--- src/rtl/vector_result_fifo.sv ---
// Result FIFO between the vectorial ALU and vector register-file write-back.
// Drops results from no-op selects; flush squashes everything stored.
module vector_result_fifo #(
  parameter int N     = 128,
  parameter int DEPTH = 4,
  parameter int RW    = 4
) (
  input  logic                       clk,
  input  logic                       rst,
  input  logic                       in_valid,
  output logic                       in_ready,
  input  logic [N-1:0]               in_data,
  input  logic [2:0]                 in_sel,
  input  logic [RW-1:0]              in_rd,
  output logic                       out_valid,
  input  logic                       out_ready,
  output logic [N-1:0]               out_data,
  output logic [2:0]                 out_sel,
  output logic [RW-1:0]              out_rd,
  input  logic                       flush,
  output logic [$clog2(DEPTH+1)-1:0] count
);

  localparam int AW = $clog2(DEPTH);
  localparam int CW = $clog2(DEPTH+1);

  typedef struct packed {
    logic [N-1:0]  d;
    logic [2:0]    s;
    logic [RW-1:0] r;
  } ent_t;

  ent_t          mem_q [DEPTH];
  logic [AW-1:0] wp_q, wp_d;
  logic [AW-1:0] rp_q, rp_d;
  logic [CW-1:0] cnt_q, cnt_d;

  logic full, keep, push, pop;
  ent_t head;

  assign full     = (cnt_q == CW'(DEPTH));
  assign in_ready = rst & ~full;

  always_comb begin
    keep = 1'b0;
    unique case (in_sel)
      3'd1, 3'd2, 3'd3, 3'd4, 3'd5: keep = 1'b1;
      default:                      keep = 1'b0;
    endcase
  end

  // Zero-select results complete the handshake but never occupy a slot
  assign push = in_valid & in_ready & keep;
  assign pop  = out_valid & out_ready;

  always_comb begin
    wp_d  = wp_q;
    rp_d  = rp_q;
    cnt_d = cnt_q;
    if (flush) begin
      wp_d  = '0;
      rp_d  = '0;
      cnt_d = '0;
    end else begin
      if (push) wp_d = wp_q + AW'(1);
      if (pop)  rp_d = rp_q + AW'(1);
      unique case ({push, pop})
        2'b10:   cnt_d = cnt_q + CW'(1);
        2'b01:   cnt_d = cnt_q - CW'(1);
        default: cnt_d = cnt_q;
      endcase
    end
  end

  always_ff @(posedge clk) begin
    if (!rst) begin
      wp_q  <= '0;
      rp_q  <= '0;
      cnt_q <= '0;
    end else begin
      wp_q  <= wp_d;
      rp_q  <= rp_d;
      cnt_q <= cnt_d;
    end
  end

  always_ff @(posedge clk) begin
    if (rst && push && !flush) begin
      mem_q[wp_q] <= '{d: in_data, s: in_sel, r: in_rd};
    end
  end

  assign head      = mem_q[rp_q];
  assign out_valid = (cnt_q != '0);
  assign out_data  = out_valid ? head.d : '0;
  assign out_sel   = out_valid ? head.s : '0;
  assign out_rd    = out_valid ? head.r : '0;
  assign count     = cnt_q;

endmodule

--- config.mk ---
export PLATFORM = sky130hd
export DESIGN_NAME = vector_result_fifo
export DESIGN_NICKNAME = d
export VERILOG_FILES = /design/src/rtl/vector_result_fifo.sv
export SDC_FILE = /design/constraint.sdc
export NUM_CORES = 1
export LEC_CHECK = 0
export CELL_PAD_IN_SITES_DETAIL_PLACEMENT = 0
export CELL_PAD_IN_SITES_GLOBAL_PLACEMENT = 1
export CORE_UTILIZATION = 30
export CTS_CLUSTER_SIZE = 8
export DETAILED_ROUTE_END_ITERATION = 6
export HOLD_SLACK_MARGIN = 0.12
export PLACE_DENSITY = 0.5
export SLEW_MARGIN = 30
export SYNTH_ARGS = -nofsm -noshare
export SYNTH_HDL_FRONTEND = slang
export SYNTH_SLANG_ARGS = --single-unit
--- constraint.sdc ---
create_clock -name clk -period 19.9 [get_ports clk]
set_input_delay 3.98 -clock clk [delete_from_list [all_inputs] [get_ports clk]]
set_output_delay 3.98 -clock clk [all_outputs]
set_load 0.01 [all_outputs]
==> reports/summary.log, run 1 <==
[critical_path] Critical Path Start rst
[route] DR WL/cell 21.6 um
[status] run status completed
[final_layout] fraction of final layout cells sized beyond drive strength 1 19.4%
[run] number of max-capacitance violations reported 0
[final_layout] synth-to-layout area growth 29.0%
[critical_path] arrival time worst endpoint 5.19 ns
[synth] largest cells by area after synthesis sky130_fd_sc_hd__edfxtp_1, sky130_fd_sc_hd__mux4_2, sky130_fd_sc_hd__and2_1, sky130_fd_sc_hd__dfxtp_1, sky130_fd_sc_hd__buf_2
[critical_path] Largest stage delay, worst path 0.53 ns
[global_routing] total routing resource utilization after global routing 13.6%
[cts] post-CTS setup buffers 0
[floorplan] IO Count 280
[cts] CTS Buf Count 79
[synth] combined area of all synthesized cells 0.0208 mm2
[hold_path] start point of the worst min-delay path wp_q[0]
[synth] post-synthesis register bit count 549
[pwr] Int Power 0.00206 W
[route] Routed Wire Length 47500 um
[floorplan] starting density of the core 30.3%
[critical_path] CP max-delay cell sky130_fd_sc_hd__clkdlybuf4s50_1
[critical_path] CP Class input pin to output pin
[pwr] switching part of the total power 19.6%
[hold_path] Worst Hold Depth 2
[synth] Synthesis Warnings 0
[synth] post-synth top area share 77.8%
[timing] maximum clock rate 109 MHz
[hold_path] path category of the worst min-delay check flop to flop
[route] antenna-violating nets left 0
[critical_path] number of cells on the worst reg-to-reg path 5
[critical_path] kind of cell with the highest combined delay on the critical path buffers and inverters
[timing] total negative setup slack 0 ns
[timing] RSZ-0062 raised after global routing no
[route] overall via count from detail_route 9926
[timing] Least-Margin Pin Slew 0.879 ns
[critical_path] required arrival time at the worst endpoint 15.92 ns
[timing] period utilisation layout 46.1%
[cts] CTS resizes 0
[pwr] Gate power share 3.6%
[timing] Min Clock Period, post-route 9.17 ns
[cts] H-Tree Level Count 3
[global_routing] via count of the first global-routing pass 10700
[route] number of remaining DRC errors 0
[timing] Rel. slew slack 41.4%
[route] via-per-instance ratio 4.52
[pwr] part of the power in the clock network 46.2%
[critical_path] CP max FO 4
[final_layout] most common cell after layout, fill and taps aside sky130_fd_sc_hd__edfxtp_1
[floorplan] width of the chip 266 um
[place] Inst Count DP 2091
[cts] Clock Tree Buf Depth 3
[critical_path] most used cell along the critical path sky130_fd_sc_hd__clkdlybuf4s50_1
[place] detailed-placement wirelength estimate 26300 um
[critical_path] Worst R2R End mem_q[0][3]
[hold_path] hold endpoint wp_q[0]
[synth] number of distinct library cell variants in the gate-level netlist after synthesis 26
[cts] total clock sinks 549
[cts] hold_buf cts 0
[synth] post-synthesis net count 1056
[final_layout] commonest cells after routing, fill and taps aside sky130_fd_sc_hd__edfxtp_1, sky130_fd_sc_hd__clkdlybuf4s50_1, sky130_fd_sc_hd__and2_1, sky130_fd_sc_hd__mux4_2, sky130_fd_sc_hd__clkbuf_16
[timing] Pins Over Slew Limit 0
[cts] CTS Root Buffer Type sky130_fd_sc_hd__clkbuf_16
[global_routing] number of antenna violations at the first check in global routing 7
[final_layout] filler-free cell count of the finished design 2195
[cts] clock transition at the registers of the reported paths 0.05 ns
[pwr] switching power summed over all nets 0.000500 W
[synth] most area-hungry cell type in the Yosys netlist sky130_fd_sc_hd__edfxtp_1
[timing] count of endpoints failing setup in the final report 0
[global_routing] first-pass GRT wire length 70700 um
[timing] final hold violation count 0
[global_routing] total overflow reported by the global router 0
[final_layout] FILL cells 6296
[cts] clock tree from TritonCTS done
[timing] worst clock skew 0.0173 ns
[pwr] PwrDens 95.0 mW/mm2
[place] count of buffers from port buffering 279
[route] Initial DRC Count 566
[floorplan] Site Rows 96
[critical_path] worst path bufs/invs 2
[critical_path] worst reg2reg path startpoint count[0]
[pwr] Leakage Power 8.30 nW
[final_layout] Net count, final 1387
[global_routing] maximum number of pins on one net before global-route repair 100
[floorplan] vertical die dimension 266 um
[place] routability congestion estimate 0.661
[synth] proportion of synthesized chip area in sequential cells 78.6%
[critical_path] endpoint class of the critical path output pin
[critical_path] CP Cell Sequence clkdlybuf4s50_1 > and2_1 > clkdlybuf4s50_1
[timing] Post-Route Hold Slack 0.507 ns
[route] iteration count of the initial detailed-routing pass 4
[critical_path] setup slack of the most critical reg-to-reg path 16.86 ns
[cts] Worst-Skew Late Latency 0.60 ns
[floorplan] core area 0.0687 mm2
[synth] mean instance size in the synthesized netlist 22.9 um2
[pwr] Flop pwr share 50.2%
[critical_path] startpoint type of the worst setup path input pin
[synth] post-synthesis instance total 910
[floorplan] area of the die 0.0705 mm2
[pwr] VDD IR max 62.0 uV
## sequential cells by signal, indices dropped and copies added, names as in the netlist, named ones only
signal	count
count	3
mem_q	540
rp_q	2
wp_q	2
## Yosys cell counts
master and instances:
sky130_fd_sc_hd__a21oi_1 2, sky130_fd_sc_hd__buf_1 3, sky130_fd_sc_hd__mux2i_1 2, sky130_fd_sc_hd__o21ai_0 1
sky130_fd_sc_hd__o311ai_0 1, sky130_fd_sc_hd__xor2_1 4, sky130_fd_sc_hd__edfxtp_1 540, sky130_fd_sc_hd__dfxtp_1 9
sky130_fd_sc_hd__or3_1 3, sky130_fd_sc_hd__a21boi_0 1, sky130_fd_sc_hd__nand2b_1 1, sky130_fd_sc_hd__nor2b_1 1
sky130_fd_sc_hd__or3b_2 1, sky130_fd_sc_hd__ha_1 5, sky130_fd_sc_hd__inv_1 6, sky130_fd_sc_hd__buf_2 16
sky130_fd_sc_hd__fa_1 1, sky130_fd_sc_hd__o31ai_1 1, sky130_fd_sc_hd__buf_6 7, sky130_fd_sc_hd__nor2_1 6
sky130_fd_sc_hd__and2_1 136, sky130_fd_sc_hd__nor3b_1 4, sky130_fd_sc_hd__mux4_2 135, sky130_fd_sc_hd__clkbuf_1 19
sky130_fd_sc_hd__nand2_1 4, sky130_fd_sc_hd__nand4_2 1
## power by group through the flow
stage                     sequential, W  clock [W]  combinational [W]
after detailed placement        0.00131          0          0.0000944
after floorplan                 0.00131          0          0.0000291
after global placement          0.00130          0          0.0000933
after CTS                       0.00128    0.00122          0.0000950
final                           0.00128    0.00118          0.0000921
after global routing            0.00128    0.00126           0.000100
## cell type report
class	instances	area (um2)	area share [%]
repair buffers	295	2950	11.0
multi-input cells	310	4210	15.7
flip-flops and latches	549	16400	61.0
diodes	2	5.00	0.0186
well taps	931	1160	4.33
clock buffers	97	2090	7.76
clock inverters	5	53.8	0.200
inverters	6	22.5	0.0837
## layer usage
metal,vias to the layer above,wire [um],track usage [%]
met5,-,99,0
met4,14,1300,5.00
met3,99,3260,4.49
met2,247,23100,21.8
met1,5192,19800,17.3
li1,4374,-,-
## kinds of logic after synthesis
logic type / Yosys count / share of synthesized area [%]
simple gates: 157 / 4.66
fa+ha+maj: 6 / 0.396
xor+xnor: 4 / 0.168
compound gates: 6 / 0.186
mux: 137 / 14.7
flops: 549 / 78.6
buf+inv: 51 / 1.27
## worst max-delay path by stage
stage,to,cells after the start
2_1_floorplan,mem_q[0][0],3
3_3_place_gp,in_ready,3
3_5_place_dp,in_ready,3
4_1_cts,in_ready,3
5_1_grt,in_ready,3
6_report,in_ready,3
## worst reg2reg max path: cells and delay by family, from the launching register on
kind | cells | cell delay [ns]
simple gates | 3 | 0.87
buf+inv | 2 | 1.17
flops | 1 | 0.46
## stage by stage
stage | total power (W) | util, % | instance area [um2] | setup slack, ns
after floorplan | 0.00134 | - | 20800 | 4.82
after global placement | 0.00140 | 36.0 | 24700 | 10.72
after detailed placement | 0.00140 | 36.0 | 24800 | 10.73
after CTS | 0.00260 | 39.1 | 26900 | 10.72
after global routing | 0.00265 | 39.1 | 26900 | 10.69
final | 0.00256 | 39.1 | 26900 | 10.73
No activity file was read; power rests on OpenSTA's default activity.
==> run 2: changes to the inputs <==
--- a/config.mk
+++ b/config.mk
@@ -11,7 +11,7 @@
 export CTS_CLUSTER_SIZE = 8
 export DETAILED_ROUTE_END_ITERATION = 6
 export HOLD_SLACK_MARGIN = 0.12
-export PLACE_DENSITY = 0.5
+export PLACE_DENSITY = 0.52
 export SLEW_MARGIN = 30
 export SYNTH_ARGS = -nofsm -noshare
 export SYNTH_HDL_FRONTEND = slang
==> constraint.sdc (replaced) <==
create_clock -name clk -period 7.8 [get_ports clk]
set_input_delay 1.56 -clock clk [delete_from_list [all_inputs] [get_ports clk]]
set_output_delay 1.56 -clock clk [all_outputs]
set_load 0.01 [all_outputs]
==> run 2 against run 1 <==
  * Core utilization about the same
  * First-iteration DRC count decreased by 18%
  * Sequential share of layout area about the same
  * Die area unchanged
  * Clock power increased to 2.5 times the previous value
  * Critical path depth increased by 1
  * Worst setup slack got worse by 8.0 ns
  * Largest power group unchanged
==> reports/summary.log, run 2 (same netlist as run 1, synthesis figures left out) <==
[floorplan] area of the die 0.0705 mm2 [unchanged]
[global_routing] via count of the first global-routing pass 11100 [was 10700]
[critical_path] number of gates on the worst path with buffers counted 4 [was 3]
[floorplan] IO Count 280 [unchanged]
[global_routing] maximum number of pins on one net before global-route repair 136 [was 100]
[route] DR WL/cell 21.4 um [was 21.6 um]
[critical_path] kind of cell with the highest combined delay on the critical path buffers and inverters [unchanged]
[place] detailed-placement wirelength estimate 25600 um [was 26300 um]
[timing] RSZ-0062 raised after global routing no [unchanged]
[final_layout] synth-to-layout area growth 29.1% [was 29.0%]
[critical_path] Largest stage delay, worst path 0.86 ns [was 0.53 ns]
[timing] count of endpoints failing setup in the final report 0 [unchanged]
[final_layout] commonest cells after routing, fill and taps aside sky130_fd_sc_hd__edfxtp_1, sky130_fd_sc_hd__clkdlybuf4s50_1, sky130_fd_sc_hd__and2_1, sky130_fd_sc_hd__mux4_2, sky130_fd_sc_hd__clkbuf_16 [unchanged]
[critical_path] CP Cell Sequence buf_4 > mux4_2 > and2_1 > clkdlybuf4s50_1 [was clkdlybuf4s50_1 > and2_1 > clkdlybuf4s50_1]
[timing] maximum clock rate 199 MHz
[floorplan] width of the chip 266 um [unchanged]
[timing] final hold violation count 0 [unchanged]
[timing] Post-Route Hold Slack 0.505 ns [was 0.507 ns]
[final_layout] register containing the most flip-flops in the final layout mem_q [unchanged]
[route] iteration count of the initial detailed-routing pass 4 [unchanged]
[pwr] VDD IR max 153 uV [was 62.0 uV]
[cts] post-CTS setup buffers 0 [unchanged]
[timing] worst clock skew 0.0175 ns [was 0.0173 ns]
[timing] Min Clock Period, post-route 5.02 ns
[pwr] PwrDens 241 mW/mm2 [was 95.0 mW/mm2]
[timing] period utilisation layout 64.4%
[critical_path] CP max-delay cell sky130_fd_sc_hd__dfxtp_4 [was sky130_fd_sc_hd__clkdlybuf4s50_1]
[floorplan] vertical die dimension 266 um [unchanged]
[timing] Rel. slew slack 36.4% [was 41.4%]
[global_routing] total overflow reported by the global router 0 [unchanged]
[final_layout] Net count, final 1381 [was 1387]
[cts] clock transition at the registers of the reported paths 0.05 ns [about the same]
[route] via-per-instance ratio 4.54 [was 4.52]
[pwr] Leakage Power 8.30 nW [about the same]
[critical_path] arrival time worst endpoint 3.46 ns [was 5.19 ns]
[run] number of max-capacitance violations reported 0 [unchanged]
[cts] total clock sinks 549 [unchanged]
[cts] hold_buf cts 0 [unchanged]
[floorplan] core area 0.0687 mm2 [unchanged]
[cts] Worst-Skew Late Latency 0.60 ns [about the same]
[floorplan] Site Rows 96 [unchanged]
[route] Routed Wire Length 46800 um [was 47500 um]
[global_routing] total routing resource utilization after global routing 13.5% [was 13.6%]
[route] Initial DRC Count 464 [was 566]
[timing] Pins Over Slew Limit 0 [unchanged]
[global_routing] number of antenna violations at the first check in global routing 4 [was 7]
[hold_path] path category of the worst min-delay check flop to flop [unchanged]
[floorplan] starting density of the core 30.3% [unchanged]
[critical_path] CP max FO 38 [was 4]
[critical_path] CP Class flop to output pin [was input pin to output pin]
[global_routing] first-pass GRT wire length 69900 um [was 70700 um]
[timing] Least-Margin Pin Slew 0.954 ns [was 0.879 ns]
[cts] CTS Buf Count 78 [was 79]
[final_layout] FILL cells 6263 [was 6296]
[route] number of remaining DRC errors 0 [unchanged]
[critical_path] required arrival time at the worst endpoint 6.24 ns [was 15.92 ns]
[final_layout] fraction of final layout cells sized beyond drive strength 1 19.1% [was 19.4%]
[critical_path] worst path bufs/invs 2 [unchanged]
[critical_path] number of cells on the worst reg-to-reg path 5 [unchanged]
[critical_path] endpoint class of the critical path output pin [unchanged]
[final_layout] most common cell after layout, fill and taps aside sky130_fd_sc_hd__edfxtp_1 [unchanged]
[hold_path] Worst Hold Depth 2 [unchanged]
[route] antenna-violating nets left 0 [unchanged]
[route] overall via count from detail_route 9927 [was 9926]
[critical_path] startpoint type of the worst setup path flop [was input pin]
[final_layout] flip-flop count of the largest register, all copies and words added 540 [unchanged]
[cts] clock tree from TritonCTS done [unchanged]
[place] count of buffers from port buffering 279 [unchanged]
[cts] CTS resizes 0 [unchanged]
[cts] CTS Root Buffer Type sky130_fd_sc_hd__clkbuf_16 [unchanged]
[cts] H-Tree Level Count 3 [unchanged]
[final_layout] final cell utilization of the core 39.2% [was 39.1%]
[place] routability congestion estimate 0.667 [was 0.661]
[status] run status completed [unchanged]
[cts] Clock Tree Buf Depth 3 [unchanged]
[run 2: cell types whose count changed in the layout (fill, tap and decap cells not counted)]
cell                        change
sky130_fd_sc_hd__buf_12         +4
sky130_fd_sc_hd__buf_4          -8
sky130_fd_sc_hd__buf_6          -1
sky130_fd_sc_hd__clkbuf_1       -1
sky130_fd_sc_hd__clkbuf_16      -2
sky130_fd_sc_hd__clkinv_1       -1
sky130_fd_sc_hd__clkinv_4       -1
sky130_fd_sc_hd__inv_16         +2
sky130_fd_sc_hd__inv_6          +1
sky130_fd_sc_hd__nor3b_2        -4
sky130_fd_sc_hd__nor3b_4        +4
[run 2: final timing paths]
kind	slack (ns)	start	endpoint
worst max register to register	5.08	count[0]	mem_q[0][45]
worst min-delay path	0.50	wp_q[1]	wp_q[1]
worst max-delay path	2.78	flop	out_data[45]
worst min register to register	0.50	wp_q[1]	wp_q[1]
[run 2: final cells by class]
cell class	instances	area [um2]	area share, %
inverter	6	22.5	0.0837
tap	931	1160	4.33
clock buffer	94	2030	7.55
multi-input combinational	310	4240	15.7
antenna	2	5.00	0.0186
clock inverter	6	90.1	0.335
timing repair buffer	290	2960	11.0
sequential	549	16400	60.9
[run 2: layer usage]
metal / track usage (%) / vias up / wire (um)
met5: 0 / - / 34
met1: 16.5 / 5237 / 19400
met3: 3.64 / 65 / 2660
met4: 4.86 / 6 / 904
li1: - / 4361 / -
met2: 23.0 / 258 / 23900
[run 2: report_power, final]
part           internal (W)  leakage [nW]  switching, W
clock               0.00181          1.03       0.00116
sequential          0.00327          4.94    0.00000619
combinational      0.000132          2.33      0.000108
[run 2: worst register-to-register path, cell delays in order (launching register included)]
cell and delay, ns:
sky130_fd_sc_hd__dfxtp_1 0.47, sky130_fd_sc_hd__or3b_2 0.21, sky130_fd_sc_hd__nand4_2 0.34, sky130_fd_sc_hd__nor3b_4 0.65, sky130_fd_sc_hd__buf_6 0.26, sky130_fd_sc_hd__buf_12 0.39
[run 2: per-stage QoR]
stage               total power [W]  TNS (ns)  cells  worst slack [ns]  instance area, um2
global placement            0.00357         0   2085              3.09               24800
floorplan                   0.00341    -76.94    910            -0.142               20900
CTS                         0.00661         0   2186              2.59               26900
finish                      0.00649         0   2188              2.78               26900
global route                0.00673         0   2187              2.48               26900
detailed placement          0.00358         0   2086              3.25               24800
==> run 3: changes to the inputs <==
--- a/config.mk
+++ b/config.mk
@@ -11,7 +11,7 @@
 export CTS_CLUSTER_SIZE = 8
 export DETAILED_ROUTE_END_ITERATION = 6
 export HOLD_SLACK_MARGIN = 0.12
-export PLACE_DENSITY = 0.52
+export PLACE_DENSITY = 0.5
 export SLEW_MARGIN = 30
 export SYNTH_ARGS = -nofsm -noshare
 export SYNTH_HDL_FRONTEND = slang
==> constraint.sdc (replaced) <==
create_clock -name clk -period 4.9 [get_ports clk]
set_input_delay 0.98 -clock clk [delete_from_list [all_inputs] [get_ports clk]]
set_output_delay 0.98 -clock clk [all_outputs]
set_load 0.01 [all_outputs]
==> run 3 against run 2 <==
  * Worst setup slack got worse by 1.8 ns
  * Power is 58% higher
  * Clock power grew 57%
  * Flip-flop and latch count unchanged
  * Register-to-register slack worse by 2.7 ns
  * Die area stayed put
  * First-iteration DRC count decreased by 21%
  * Global-route usage fell by 0.10 points
  * Clock skew decreased by 0.0055 ns
  * Via count fell by 0.20%
  * Critical path type unchanged
  * Critical endpoint is now out_data[98]
==> reports/summary.log, run 3 (same netlist as run 1, synthesis figures left out) <==
[timing] worst clock skew 0.0119 ns [was 0.0175 ns]
[timing] Rel. slew slack 50.8% [was 36.4%]
[critical_path] worst reg2reg path startpoint count[2] [was count[0]]
[route] number of remaining DRC errors 0 [unchanged]
[critical_path] number of cells on the worst reg-to-reg path 8 [was 5]
[cts] Clock Tree Buf Depth 3 [unchanged]
[floorplan] core area 0.0687 mm2 [unchanged]
[route] DR WL/cell 21.6 um [was 21.4 um]
[route] antenna-violating nets left 0 [unchanged]
[timing] Min Clock Period, post-route 3.94 ns
[global_routing] first-pass GRT wire length 69600 um [was 69900 um]
[hold_path] hold endpoint wp_q[1] [unchanged]
[final_layout] Net count, final 1389 [was 1381]
[final_layout] register containing the most flip-flops in the final layout mem_q [unchanged]
[hold_path] start point of the worst min-delay path wp_q[1] [unchanged]
[route] Initial DRC Count 368 [was 464]
[floorplan] Site Rows 96 [unchanged]
[cts] CTS resizes 0 [unchanged]
[hold_path] path category of the worst min-delay check flop to flop [unchanged]
[cts] CTS Buf Count 78 [unchanged]
[floorplan] width of the chip 266 um [unchanged]
[cts] hold_buf cts 0 [unchanged]
[critical_path] arrival time worst endpoint 2.96 ns [was 3.46 ns]
[critical_path] setup slack of the most critical reg-to-reg path 2.42 ns [was 5.08 ns]
[pwr] PwrDens 380 mW/mm2 [was 241 mW/mm2]
[final_layout] area occupied by multi-input gates 0.00426 mm2 [was 0.00424 mm2]
[global_routing] maximum number of pins on one net before global-route repair 80 [was 136]
[global_routing] total routing resource utilization after global routing 13.4% [was 13.5%]
[final_layout] filler-free cell count of the finished design 2187 [was 2188]
[route] overall via count from detail_route 9907 [was 9927]
[pwr] VDD IR max 197 uV [was 153 uV]
[final_layout] FILL cells 6265 [was 6263]
[timing] RSZ-0062 raised after global routing no [unchanged]
[global_routing] number of antenna violations at the first check in global routing 2 [was 4]
[critical_path] CP Class flop to output pin [unchanged]
[place] detailed-placement wirelength estimate 27200 um [was 25600 um]
[cts] post-CTS setup buffers 0 [unchanged]
[cts] clock transition at the registers of the reported paths 0.05 ns [about the same]
[pwr] post-layout power 0.0103 W [was 0.00649 W]
[status] run status completed [unchanged]
[route] iteration count of the initial detailed-routing pass 4 [unchanged]
[critical_path] required arrival time at the worst endpoint 3.92 ns [was 6.24 ns]
[global_routing] via count of the first global-routing pass 10800 [was 11100]
[floorplan] area of the die 0.0705 mm2 [unchanged]
[floorplan] starting density of the core 30.3% [unchanged]
[cts] H-Tree Level Count 3 [unchanged]
[cts] clock tree from TritonCTS done [unchanged]
[place] Inst Count DP 2094 [was 2086]
[pwr] Leakage Power 8.35 nW [was 8.30 nW]
[floorplan] IO Count 280 [unchanged]
[route] Routed Wire Length 47100 um [was 46800 um]
[final_layout] antenna cells 0 [was 2]
[critical_path] CP max FO 21 [was 38]
[final_layout] commonest cells after routing, fill and taps aside sky130_fd_sc_hd__edfxtp_1, sky130_fd_sc_hd__clkdlybuf4s50_1, sky130_fd_sc_hd__and2_1, sky130_fd_sc_hd__mux4_2, sky130_fd_sc_hd__clkbuf_16 [unchanged]
[critical_path] startpoint type of the worst setup path flop [unchanged]
[place] count of buffers from port buffering 279 [unchanged]
[final_layout] sequential standard cell area 0.0164 mm2 [unchanged]
[route] via-per-instance ratio 4.53 [was 4.54]
[final_layout] flip-flop count of the largest register, all copies and words added 540 [unchanged]
[timing] Least-Margin Pin Slew 0.739 ns [was 0.954 ns]
[run] number of max-capacitance violations reported 0 [unchanged]
[hold_path] Worst Hold Depth 2 [unchanged]
[timing] count of endpoints failing setup in the final report 0 [unchanged]
[timing] maximum clock rate 254 MHz
[global_routing] total overflow reported by the global router 0 [unchanged]
[timing] final hold violation count 0 [unchanged]
[final_layout] fraction of final layout cells sized beyond drive strength 1 19.8% [was 19.1%]
[cts] CTS Root Buffer Type sky130_fd_sc_hd__clkbuf_16 [unchanged]
[floorplan] vertical die dimension 266 um [unchanged]
[place] routability congestion estimate 0.679 [was 0.667]
[final_layout] most common cell after layout, fill and taps aside sky130_fd_sc_hd__edfxtp_1 [unchanged]
[critical_path] Worst R2R End count[2] [was mem_q[0][45]]
[timing] Pins Over Slew Limit 0 [unchanged]
[critical_path] endpoint class of the critical path output pin [unchanged]
[timing] period utilisation layout 80.4%
[cts] Worst-Skew Late Latency 0.59 ns [was 0.60 ns]
[final_layout] final cell utilization of the core 39.4% [was 39.2%]
[cts] total clock sinks 549 [unchanged]
[final_layout] synth-to-layout area growth 29.8% [was 29.1%]
-- run 3: changes by cell type in the layout (fill, tap and decap cells not counted) --
cell / change
sky130_fd_sc_hd__buf_12: +9
sky130_fd_sc_hd__clkbuf_1: -8
sky130_fd_sc_hd__clkinv_8: +3
sky130_fd_sc_hd__buf_6: -2
sky130_fd_sc_hd__diode_2: -2
sky130_fd_sc_hd__inv_16: -2
sky130_fd_sc_hd__a21boi_0: -1
sky130_fd_sc_hd__a21boi_4: +1
sky130_fd_sc_hd__buf_4: +1
sky130_fd_sc_hd__clkbuf_16: -1
sky130_fd_sc_hd__clkinv_1: +1
sky130_fd_sc_hd__nand4_2: -1
sky130_fd_sc_hd__nand4_4: +1
-- run 3: metrics by stage --
stage               worst slack (ns)  TNS (ns)  hold slack [ns]  cell area [um2]
CTS                            0.824         0            0.505            27100
floorplan                     -0.361   -194.86            0.471            20900
detailed placement              1.37         0            0.495            25000
global route                   0.774         0            0.530            27100
global placement                1.36         0            0.497            25000
finish                         0.958         0            0.503            27100
-- run 3: final cells by class --
| class | instances | area share, % |
|---|---|---|
| inverters | 6 | 0.0833 |
| clock inverters | 8 | 0.379 |
| clock buffers | 85 | 7.31 |
| repair buffers | 298 | 11.5 |
| well taps | 931 | 4.31 |
| flip-flops and latches | 549 | 60.6 |
| multi-input cells | 310 | 15.7 |
-- run 3: routing by layer --
metal / GRT usage, % / up-vias / part of all wire (%) / routed length, um
met2: 23.1 / 223 / 51 / 24100
met4: 4.68 / 4 / 2.0 / 946
met3: 2.94 / 75 / 4.3 / 2040
met5: 0 / - / 0.049 / 23
met1: 16.6 / 5243 / 42 / 20000
li1: - / 4362 / - / -
-- run 3: where the power goes --
part           total [W]  switching [W]  internal, W
Clock            0.00469        0.00186      0.00283
Sequential       0.00521     0.00000814      0.00520
Combinational   0.000389       0.000176     0.000214
-- run 3: worst max path at each step --
stage	startpoint	endpoint	slack, ns	cells after the start
floorplan	in_valid	mem_q[2][0]	-0.36	3
global placement	in_sel[1]	count[2]	1.36	9
detailed placement	in_sel[1]	count[2]	1.37	9
CTS	flop	out_data[98]	0.82	5
global route	flop	out_data[117]	0.77	5
finish	flop	out_data[98]	0.96	5
-- run 3: critical path, cell delays in order (launching register included) --
cell and delay (ns):
sky130_fd_sc_hd__dfxtp_4 0.52, sky130_fd_sc_hd__buf_12 0.27, sky130_fd_sc_hd__buf_4 0.34, sky130_fd_sc_hd__mux4_2 0.56, sky130_fd_sc_hd__and2_1 0.17, sky130_fd_sc_hd__clkdlybuf4s50_1 0.47
